[src/rtl/alu_ctrl_stage_pkg.sv]
// Shared constants for the decode->execute ALU control stage.
// ALU_MEXT_EN widens ALU op codes to 5 bits and adds the M-extension ops.
package alu_ctrl_stage_pkg;

`ifdef ALU_MEXT_EN
  localparam int OP_W = 5;
`else
  localparam int OP_W = 4;
`endif

  localparam logic [6:0] OPC_OP     = 7'b0110011;
  localparam logic [6:0] OPC_OP_IMM = 7'b0010011;
  localparam logic [6:0] OPC_BRANCH = 7'b1100011;
  localparam logic [6:0] OPC_LOAD   = 7'b0000011;
  localparam logic [6:0] OPC_STORE  = 7'b0100011;
  localparam logic [6:0] OPC_LUI    = 7'b0110111;
  localparam logic [6:0] OPC_AUIPC  = 7'b0010111;
  localparam logic [6:0] OPC_JAL    = 7'b1101111;
  localparam logic [6:0] OPC_JALR   = 7'b1100111;

  localparam logic [OP_W-1:0] ALU_ADD  = OP_W'(4'b0000);
  localparam logic [OP_W-1:0] ALU_SLL  = OP_W'(4'b0001);
  localparam logic [OP_W-1:0] ALU_SLT  = OP_W'(4'b0010);
  localparam logic [OP_W-1:0] ALU_SLTU = OP_W'(4'b0011);
  localparam logic [OP_W-1:0] ALU_XOR  = OP_W'(4'b0100);
  localparam logic [OP_W-1:0] ALU_SRL  = OP_W'(4'b0101);
  localparam logic [OP_W-1:0] ALU_OR   = OP_W'(4'b0110);
  localparam logic [OP_W-1:0] ALU_AND  = OP_W'(4'b0111);
  localparam logic [OP_W-1:0] ALU_SUB  = OP_W'(4'b1000);
  localparam logic [OP_W-1:0] ALU_SRA  = OP_W'(4'b1101);

`ifdef ALU_MEXT_EN
  localparam logic [OP_W-1:0] ALU_MUL    = 5'b10000;
  localparam logic [OP_W-1:0] ALU_MULH   = 5'b10001;
  localparam logic [OP_W-1:0] ALU_MULHSU = 5'b10010;
  localparam logic [OP_W-1:0] ALU_MULHU  = 5'b10011;
  localparam logic [OP_W-1:0] ALU_DIV    = 5'b10100;
  localparam logic [OP_W-1:0] ALU_DIVU   = 5'b10101;
  localparam logic [OP_W-1:0] ALU_REM    = 5'b10110;
  localparam logic [OP_W-1:0] ALU_REMU   = 5'b10111;
`endif

  typedef enum logic [1:0] {
    OCC_EMPTY = 2'd0,
    OCC_ONE   = 2'd1,
    OCC_FULL  = 2'd2
  } occ_e;

endpackage

[src/rtl/alu_ctrl_stage_if.sv]
// Upstream/downstream handshake bundle for the ALU control stage.
// Op width follows ALU_MEXT_EN through the package.
interface alu_ctrl_stage_if #(
  parameter int XLEN  = 32,
  parameter int TAG_W = 32
);
  import alu_ctrl_stage_pkg::*;

  logic              in_valid;
  logic              in_ready;
  logic [31:0]       in_inst;
  logic [TAG_W-1:0]  in_tag;
  logic              out_valid;
  logic              out_ready;
  logic [OP_W-1:0]   out_alu_op;
  logic [XLEN-1:0]   out_imm;
  logic              out_use_imm;
  logic [TAG_W-1:0]  out_tag;

  modport master (
    output in_valid, in_inst, in_tag, out_ready,
    input  in_ready, out_valid, out_alu_op,
    input  out_imm, out_use_imm, out_tag
  );

  modport slave (
    input  in_valid, in_inst, in_tag, out_ready,
    output in_ready, out_valid, out_alu_op,
    output out_imm, out_use_imm, out_tag
  );

endinterface

[src/rtl/alu_ctrl_stage_imm_gen.sv]
// Immediate extraction and operand-B select from an RV instruction.
// All immediates sign-extend from inst[31] to XLEN.
module alu_ctrl_stage_imm_gen
  import alu_ctrl_stage_pkg::*;
#(
  parameter int XLEN = 32
) (
  input  logic [31:0]     inst,
  output logic [XLEN-1:0] imm,
  output logic            use_imm
);

  logic [6:0]  opc;
  logic [31:0] imm_i;
  logic [31:0] imm_s;
  logic [31:0] imm_b;
  logic [31:0] imm_u;
  logic [31:0] imm_j;
  logic [31:0] imm32;

  assign opc   = inst[6:0];
  assign imm_i = {{20{inst[31]}}, inst[31:20]};
  assign imm_s = {{20{inst[31]}}, inst[31:25], inst[11:7]};
  assign imm_b = {{19{inst[31]}}, inst[31], inst[7],
                  inst[30:25], inst[11:8], 1'b0};
  assign imm_u = {inst[31:12], 12'b0};
  assign imm_j = {{11{inst[31]}}, inst[31], inst[19:12],
                  inst[20], inst[30:21], 1'b0};

  // pick the immediate format and operand-B source per opcode
  always_comb begin
    imm32   = '0;
    use_imm = 1'b0;
    unique case (1'b1)
      opc == OPC_OP_IMM,
      opc == OPC_LOAD,
      opc == OPC_JALR: begin
        imm32   = imm_i;
        use_imm = 1'b1;
      end
      opc == OPC_STORE: begin
        imm32   = imm_s;
        use_imm = 1'b1;
      end
      opc == OPC_BRANCH: begin
        imm32   = imm_b;
      end
      opc == OPC_LUI,
      opc == OPC_AUIPC: begin
        imm32   = imm_u;
        use_imm = 1'b1;
      end
      opc == OPC_JAL: begin
        imm32   = imm_j;
        use_imm = 1'b1;
      end
      default: begin
        imm32   = '0;
        use_imm = 1'b0;
      end
    endcase
  end

  assign imm = XLEN'($signed(imm32));

endmodule

[src/rtl/alu_ctrl_stage.sv]
// Registered decode->execute ALU control stage with 2-entry skid buffer.
// Optional M-extension decode under `ALU_MEXT_EN.
module alu_ctrl_stage
  import alu_ctrl_stage_pkg::*;
#(
  parameter int XLEN  = 32,
  parameter int TAG_W = 32
) (
  input logic              clock,
  input logic              reset,
  input logic              flush,
  alu_ctrl_stage_if.slave  io
);

  typedef struct packed {
    logic [OP_W-1:0]  op;
    logic [XLEN-1:0]  imm;
    logic             use_imm;
    logic [TAG_W-1:0] tag;
  } ent_t;

  function automatic logic [OP_W-1:0] alu_dec(
    input logic [31:0] i
  );
    logic [2:0]      f3;
    logic [6:0]      opc;
    logic [OP_W-1:0] op;
    f3  = i[14:12];
    opc = i[6:0];
    op  = ALU_ADD;
    unique case (1'b1)
      opc == OPC_OP: begin
`ifdef ALU_MEXT_EN
        if (i[31:25] == 7'b0000001)
          op = {2'b10, f3};
        else
          op = {1'b0, i[30], f3};
`else
        op = {i[30], f3};
`endif
      end
      opc == OPC_OP_IMM: begin
        op = OP_W'({i[30] & (f3 == 3'b101), f3});
      end
      opc == OPC_BRANCH: begin
        unique case (f3[2:1])
          2'b00:   op = ALU_SUB;
          2'b10:   op = ALU_SLT;
          2'b11:   op = ALU_SLTU;
          default: op = ALU_ADD;
        endcase
      end
      default: op = ALU_ADD;
    endcase
    return op;
  endfunction

  occ_e state_q;
  occ_e state_d;
  ent_t main_q;
  ent_t skid_q;
  ent_t dec;
  logic acc;
  logic iss;
  logic ld_main_dec;
  logic ld_main_skid;
  logic ld_skid_dec;

  alu_ctrl_stage_imm_gen #(
    .XLEN (XLEN)
  ) u_imm_gen (
    .inst    (io.in_inst),
    .imm     (dec.imm),
    .use_imm (dec.use_imm)
  );

  assign dec.op  = alu_dec(io.in_inst);
  assign dec.tag = io.in_tag;

  assign io.in_ready    = (state_q != OCC_FULL);
  assign io.out_valid   = (state_q != OCC_EMPTY);
  assign io.out_alu_op  = main_q.op;
  assign io.out_imm     = main_q.imm;
  assign io.out_use_imm = main_q.use_imm;
  assign io.out_tag     = main_q.tag;

  assign acc = io.in_valid & io.in_ready;
  assign iss = io.out_valid & io.out_ready;

  // occupancy state register
  always_ff @(posedge clock or posedge reset) begin
    if (reset)
      state_q <= OCC_EMPTY;
    else
      state_q <= state_d;
  end

  // next occupancy and register load steering; flush drops everything
  always_comb begin
    state_d      = state_q;
    ld_main_dec  = 1'b0;
    ld_main_skid = 1'b0;
    ld_skid_dec  = 1'b0;
    if (flush) begin
      state_d = OCC_EMPTY;
    end else begin
      unique case (state_q)
        OCC_EMPTY: begin
          if (acc) begin
            state_d     = OCC_ONE;
            ld_main_dec = 1'b1;
          end
        end
        OCC_ONE: begin
          if (acc && !iss) begin
            state_d     = OCC_FULL;
            ld_skid_dec = 1'b1;
          end else if (acc && iss) begin
            ld_main_dec = 1'b1;
          end else if (iss) begin
            state_d = OCC_EMPTY;
          end
        end
        OCC_FULL: begin
          if (iss) begin
            state_d      = OCC_ONE;
            ld_main_skid = 1'b1;
          end
        end
        default: state_d = OCC_EMPTY;
      endcase
    end
  end

  // main entry drives the outputs; skid catches overflow
  always_ff @(posedge clock or posedge reset) begin
    if (reset) begin
      main_q <= '{op: ALU_ADD, default: '0};
      skid_q <= '{op: ALU_ADD, default: '0};
    end else begin
      if (ld_main_dec)
        main_q <= dec;
      else if (ld_main_skid)
        main_q <= skid_q;
      if (ld_skid_dec)
        skid_q <= dec;
    end
  end

endmodule

[src/flat_wrapper.sv]
// flat-port wrapper written by rule: the top's interface ports become plain ports
module alu_ctrl_stage_flat import alu_ctrl_stage_pkg::*;
#(
  parameter int XLEN  = 32,
  parameter int TAG_W = 32
)
  (clock, reset, flush, io_in_valid, io_in_inst, io_in_tag, io_out_ready, io_in_ready, io_out_valid, io_out_alu_op, io_out_imm, io_out_use_imm, io_out_tag);
  alu_ctrl_stage_if #(.XLEN(XLEN), .TAG_W(TAG_W)) io_i ();
  input logic clock;
  input logic reset;
  input logic flush;
  input wire logic [$bits(io_i.in_valid)-1:0] io_in_valid;
  input wire logic [$bits(io_i.in_inst)-1:0] io_in_inst;
  input wire logic [$bits(io_i.in_tag)-1:0] io_in_tag;
  input wire logic [$bits(io_i.out_ready)-1:0] io_out_ready;
  output wire logic [$bits(io_i.in_ready)-1:0] io_in_ready;
  output wire logic [$bits(io_i.out_valid)-1:0] io_out_valid;
  output wire logic [$bits(io_i.out_alu_op)-1:0] io_out_alu_op;
  output wire logic [$bits(io_i.out_imm)-1:0] io_out_imm;
  output wire logic [$bits(io_i.out_use_imm)-1:0] io_out_use_imm;
  output wire logic [$bits(io_i.out_tag)-1:0] io_out_tag;
  assign io_i.in_valid = io_in_valid;
  assign io_i.in_inst = io_in_inst;
  assign io_i.in_tag = io_in_tag;
  assign io_i.out_ready = io_out_ready;
  assign io_in_ready = io_i.in_ready;
  assign io_out_valid = io_i.out_valid;
  assign io_out_alu_op = io_i.out_alu_op;
  assign io_out_imm = io_i.out_imm;
  assign io_out_use_imm = io_i.out_use_imm;
  assign io_out_tag = io_i.out_tag;
  alu_ctrl_stage #(.XLEN(XLEN), .TAG_W(TAG_W)) u_core (.clock(clock), .reset(reset), .flush(flush), .io(io_i));
endmodule
[config.mk]
export PLATFORM = sky130hd
export DESIGN_NAME = alu_ctrl_stage_flat
export DESIGN_NICKNAME = d
export VERILOG_FILES = /design/src/rtl/alu_ctrl_stage_pkg.sv /design/src/rtl/alu_ctrl_stage_if.sv /design/src/rtl/alu_ctrl_stage_imm_gen.sv /design/src/rtl/alu_ctrl_stage.sv /design/src/flat_wrapper.sv
export SDC_FILE = /design/constraint.sdc
export NUM_CORES = 1
export LEC_CHECK = 0
export ABC_AREA = 1
export BUFFER_PORTS_ARGS = -buffer_cell sky130_fd_sc_hd__buf_2
export CAP_MARGIN = 20
export CORE_MARGIN = 2
export CORE_UTILIZATION = 59
export CTS_CLUSTER_SIZE = 20
export DETAILED_ROUTE_END_ITERATION = 8
export HOLD_SLACK_MARGIN = 0.06
export PLACE_DENSITY = 0.85
export SLEW_MARGIN = 20
export SYNTH_ARGS = -nofsm -noshare
export SYNTH_HDL_FRONTEND = slang
export SYNTH_SLANG_ARGS = --single-unit
[constraint.sdc]
create_clock -name clock -period 12.4 [get_ports clock]
set_clock_uncertainty 0.15 [all_clocks]
set_input_delay 1.86 -clock clock [delete_from_list [all_inputs] [get_ports clock]]
set_output_delay 1.86 -clock clock [all_outputs]
set_load 0.01 [all_outputs]
# Yosys cells after proc, flatten, opt, wreduce, memory -nomap -nowiden
# Index checks and enable logic that the tools add are counted.
[classes]
eq_ne = 19
muxes = 24
bitwise = 3
n_reduce_logical = 11
[op_table]
columns = ["operator", "count"]
rows = [
  ["case mux 32 bit (5 select lines)", 1],
  ["two-way mux 69 bit", 2],
  ["case mux 4 bit (3 select lines)", 2],
  ["equality test 7 x 6 -> 1 bit, second input constant", 3],
  ["equality test 7 bit, second input constant", 3],
  ["equality test 7 x 5 -> 1 bit, second input constant", 2],
  ["two-way mux 2 bit", 6],
  ["two-way mux 1 bit", 11],
  ["equality test 7 x 2 -> 1 bit, second input constant", 1],
  ["OR reduction 7 bit", 1],
  ["equality test 2 bit, second input constant", 3],
  ["!= test 3 x 2 -> 1 bit, second input constant", 2],
  ["case mux 2 bit (3 select lines)", 1],
  ["zero test 2 bit", 2],
  ["!= test 4 x 2 -> 1 bit, second input constant", 1],
  ["!= test 4 x 3 -> 1 bit, second input constant", 1],
  ["AND reduction 4 bit", 1],
  ["nonzero test 2 bit", 2],
  ["AND 1 bit", 3],
  ["equality test 3 bit, second input constant", 1],
  ["OR reduction 3 bit", 1],
  ["equality test 2 x 1 -> 1 bit, second input constant", 1],
  ["logical AND 1 bit", 2],
  ["!= test 2 bit, second input constant", 1],
  ["3 further kinds", 3],
]
[totals]
regBits = 140
in_bits = 69
out_inout_bits = 71
word_cells = 66

# Logic depth before layout (Yosys ltp)
[depth]
word_depth = 8
mapped_depth = 10
mapped_depth_nobuf = 9

# Hierarchy
# From an unflattened synthesis, not the netlist that was laid out.
[unflattened]
cells_unflattened = 889
area_unflattened_um2 = 6616.3
[modules_own_cells]
columns = ["mod", "instances", "cells_per_inst", "area_per_inst_um2", "seq_area_each_um2"]
rows = [
  ["alu_ctrl_stage", 1, 722, 5833.1, 3503.4],
  ["alu_ctrl_stage_imm_gen", 1, 167, 783.3, 0.0],
]

# Worst setup path after synthesis
# Ideal clock, no wire load.
[synth_path]
kind = "input to register"
from = "input port io_in_inst[1]"
to = "register u_core.skid_q[57] (netlist bit)"
setup_time_ns = 0.066
arrival_ns = 2.709
required_time_ns = 12.184
setup_slack_ns = 9.475
cell_stages = 9
n_path_buf = 1
cell_sequence = "nand2_2 nor2_1 nand2_1 inv_1 buf_4 nand2_1 nand3_2 nand2_1 nand2_1"
[synth_via]
elab_chain_cells = 3
elab_cells_between_ends = 11
cone_classes = "eq/ne: 8; mux: 1; reduce/logical: 2"
[synth_lines]
columns = ["element", "line_no", "source"]
rows = [
  ["from (decl)", "flat_wrapper.sv:13", "input wire logic [$bits(io_i.in_inst)-1:0] io_in_inst;"],
  ["equality test 7 x 2 -> 1 bit, or another cell as far along", "alu_ctrl_stage_imm_gen.sv:36", "opc == OPC_LOAD,"],
  ["OR reduction 3 bit / OR reduction 2 bit (equally long branches)", "alu_ctrl_stage_imm_gen.sv:34", "unique case (1'b1)"],
  ["case mux 32 bit (5 select lines) (*)", "alu_ctrl_stage_imm_gen.sv:34", ""],
  ["to (signal assigned)", "alu_ctrl_stage.sv:139", "skid_q <= '{op: ALU_ADD, default: '0};"],
  ["to (signal assigned)", "alu_ctrl_stage.sv:146", "skid_q <= dec;"],
  ["to (decl)", "alu_ctrl_stage.sv:61", "ent_t skid_q;"],
]
# Mark *: on every way between the ends. The rest lies on a longest branch, timed or not.
# A chain may end at the register's enable or synchronous reset.

# Worst setup path in the final report
[layout_path]
from = "input port io_out_ready"
to = "register u_core.main_q, in the netlist u_core.io.out_tag[29]"
[layout_via]
elab_chain_cells = 7
elab_cells_between_ends = 13
cone_classes = "mux: 8; bitwise: 1; reduce/logical: 4"
[layout_lines]
columns = ["element", "line_no", "source"]
rows = [
  ["from (decl)", "flat_wrapper.sv:15", "input wire logic [$bits(io_i.out_ready)-1:0] io_out_ready;"],
  ["AND 1 bit (*)", "alu_ctrl_stage.sv:88", "assign iss = io.out_valid & io.out_ready;"],
  ["logical AND 1 bit / zero test 1 bit (equally long branches)", "alu_ctrl_stage.sv:118, alu_ctrl_stage.sv:115", ""],
  ["two-way mux 1 bit / logical AND 1 bit (equally long branches)", "alu_ctrl_stage.sv:118, alu_ctrl_stage.sv:115", ""],
  ["two-way mux 1 bit", "alu_ctrl_stage.sv:115", "if (acc && !iss) begin"],
  ["case mux 1 bit (2 select lines)", "alu_ctrl_stage.sv:107", "unique case (state_q)"],
  ["two-way mux 1 bit", "alu_ctrl_stage.sv:104", "if (flush) begin"],
  ["two-way mux 69 bit / nonzero test 2 bit (equally long branches)", "-", ""],
  ["to (signal assigned)", "alu_ctrl_stage.sv:144", "main_q <= skid_q;"],
  ["to (decl)", "alu_ctrl_stage.sv:60", "ent_t main_q;"],
]
# Marks and branches as above.

==> results.ini <==
[run_status]
status = finished, final reports clean

[worst_setup_path]
critical_path_buf_inv_count = 4
worstSetupPathType = input port to flip-flop
worstPathArrival_ns = 4.38
cp_top_family = buffers and inverters
startpoint_type = input port
crit_slowest_cell = inv_2
required_ns = 12.56
critPathMaxFanout = 70
slowest_delay_ns = 0.82
crit_chain = buf_2, inv_1, nand2_2, nand3_4, inv_2, buf_4, nand2_1, o211ai_1
end_kind = flip-flop

[clock_tree]
cts_tree = yes
hold_buffers = 0
cts-resized-gates = 0
clk_latency_ns = 0.42
cts_setup_buffers = 0
cts_buffers = 17
clk_pin_slew_worst_paths_ns = 0.06
cts-root-buf = clkbuf_16
htreeDepth = 4
cts_sinks = 140
clk_path_buf_depth = 2

[global_route]
grt_pass1_vias = 5611
grt_usage_pct = 27.1
grt_start_max_net_pins = 106
antenna_found_initial = 0
grt_pass1_wl_um = 27300
overflow = 0

[power]
ir_drop_mv = 0.124
p_leak_uw = 0.00440
powerDensity_nw_per_um2 = 154

[sta]
finalSetupViolations = 0
slew_viol_final = 0
maxSlewHeadroom_pct = 32.3
finalCritPeriodShare_pct = 34.0
whs_ns = 0.327
final_hold_viol_count = 0
rsz0062_at_grt = false
fin_crit_ns = 4.22
worst_pin_slew_ns = 1.02
setup_tns_ns = 0
max_clock_freq_mhz = 237

[route]
wl_per_cell_um = 14.7
first_pass_iters = 5
vias = 6057
routed_wirelength_um = 16400
drt_iter0_markers = 721
viasPerCell = 5.41
ant_nets = 0
drc = 0

[layout]
seqCellArea_um2 = 3500
drive_above_1_share_pct = 22.0
fillers = 868
multi_input_area_um2 = 2640
fin_cells = 1120
n_antenna_cell = 0
areaGrowthSynthToFinish_pct = 17.0
nNetsFinal = 1034

[yosys]
synth.cell_area_um2 = 6870
synth.area.top_cells = dfrtp_1 51%, nand2_1 15%, nand3_1 7.3%, inv_1 6.5%, o21ai_0 5.1%
ys_top_cells_by_count = 276 x nand2_1, 140 x dfrtp_1, 118 x inv_1
ys_types = 26
synthCells = 851
yosysMostFrequentCell = nand2_1
synth-edff-count = 0
synth_top_area_share_pct = 51.0
synthFlopType = dfrtp_1
ys_warn_count = 0
synthArstFlopShare_pct = 100
avgSynthCellArea_um2 = 8.07
yosys_register_bits = 140
syn_nets = 920
yosys.area.top_type = dfrtp_1
ys_seq_area_share_pct = 51.0

[floorplan]
core_um2 = 11400
io_pins = 140
die_h_um = 112
rows = 39
start_util_pct = 60.4
chipWidth_um = 112
die-area_um2 = 12500

[placed_design]
port_buffers = 139
routabilityCongestion = 0.900
hpwl_um = 10300
numPlacedInstances = 1089

[hold_path]
min_path_type = flip-flop to flip-flop

[job]
cap_viol_max_count = 0

-- area by class of cell --
class,instances,area share (%)
multi-input cells,542,32.8
flip-flops and latches,140,43.6
clock buffers,22,5.66
repair buffers,143,9.04
well taps,143,2.23
clock inverters,9,0.904
inverters,121,5.72
-- sequential cells by signal, indices dropped and copies added (netlist names) --
| signal | flops |
|---|---|
| u_core.io.out_use_imm | 1 |
| u_core.io.out_imm | 32 |
| u_core.io.out_tag | 32 |
| u_core.io.out_alu_op | 4 |
| u_core.skid_q | 69 |
| u_core.state_q | 2 |
-- power by group --
group	switching, uW	total, uW	internal [uW]
Combinational	128	205	76.9
Sequential	32.4	569	537
Clock	183	460	277
Total	343	1230	890
-- worst paths after layout --
check / start / end / slack, ns / depth (start not counted)
max in group asynchronous: reset / u_core.skid_q[26] / 9.40 / 3
setup / recovery: io_out_ready / u_core.io.out_tag[29] / 8.18 / 8
min in group asynchronous: reset / u_core.skid_q[60] / 1.37 / 2
setup reg to reg: u_core.state_q[1] / u_core.io.out_tag[29] / 9.23 / 6
hold reg to reg: u_core.skid_q[36] / u_core.skid_q[36] / 0.33 / 2
hold / removal: u_core.skid_q[36] / u_core.skid_q[36] / 0.33 / 2
-- worst reg2reg max path, cell delays in order, from the launching register on --
cell      delay (ns)
dfrtp_1         0.48
nor2_4          0.21
nand3_4         0.64
inv_2           0.85
buf_4           0.49
nand2_1         0.12
o211ai_1        0.13
-- cells by family (layout without fill, tap and decap cells) --
| logic type | count (synthesis) | in the layout | share of synthesized area (%) |
|---|---|---|---|
| and+or+nand+nor | 434 | 434 | 29.1 |
| AOI/OAI and AO/OA | 108 | 108 | 9.11 |
| DFF | 140 | 140 | 51.0 |
| buffers and inverters | 169 | 295 | 10.7 |
-- placed cells by master, fill, tap and decap left out --
master,synthesis,layout
a21o_1,1,1
a21oi_1,1,1
buf_2,15,139
buf_4,12,4
bufinv_16,0,1
clkbuf_1,9,4
clkbuf_16,0,17
clkbuf_8,0,1
clkinv_2,0,7
clkinvlp_4,0,1
dfrtp_1,140,140
inv_1,118,117
inv_2,3,3
inv_6,0,1
nand2_1,276,276
nand2_2,8,8
nand2_4,4,4
nand3_1,100,99
nand3_2,20,20
nand3_4,1,2
nand4_1,2,2
nor2_1,16,16
nor2_2,1,1
nor2_4,4,4
nor2_8,1,1
o211ai_1,33,33
o21ai_0,70,70
o21ai_1,3,3
or2_2,1,1
-- stage by stage --
step           instance area [um2]  power (uW)  setup WS [ns]  util (%)
4_1_cts                       8030        1240           8.18      70.6
2_1_floorplan                 6870         702           6.64         -
6_report                      8030        1230           8.18      70.6
5_1_grt                       8030        1300           7.95      70.6
3_3_place_gp                  7500         769           7.85      66.0
3_5_place_dp                  7500         779           7.81      66.0
-- metal layers --
layer	GRT usage [%]	share of wire, %
met5	0	0
met4	9.88	1.9
met3	5.50	8.4
met2	41.6	46
met1	38.8	44
Note: power is estimated with default switching activity, not from simulation.
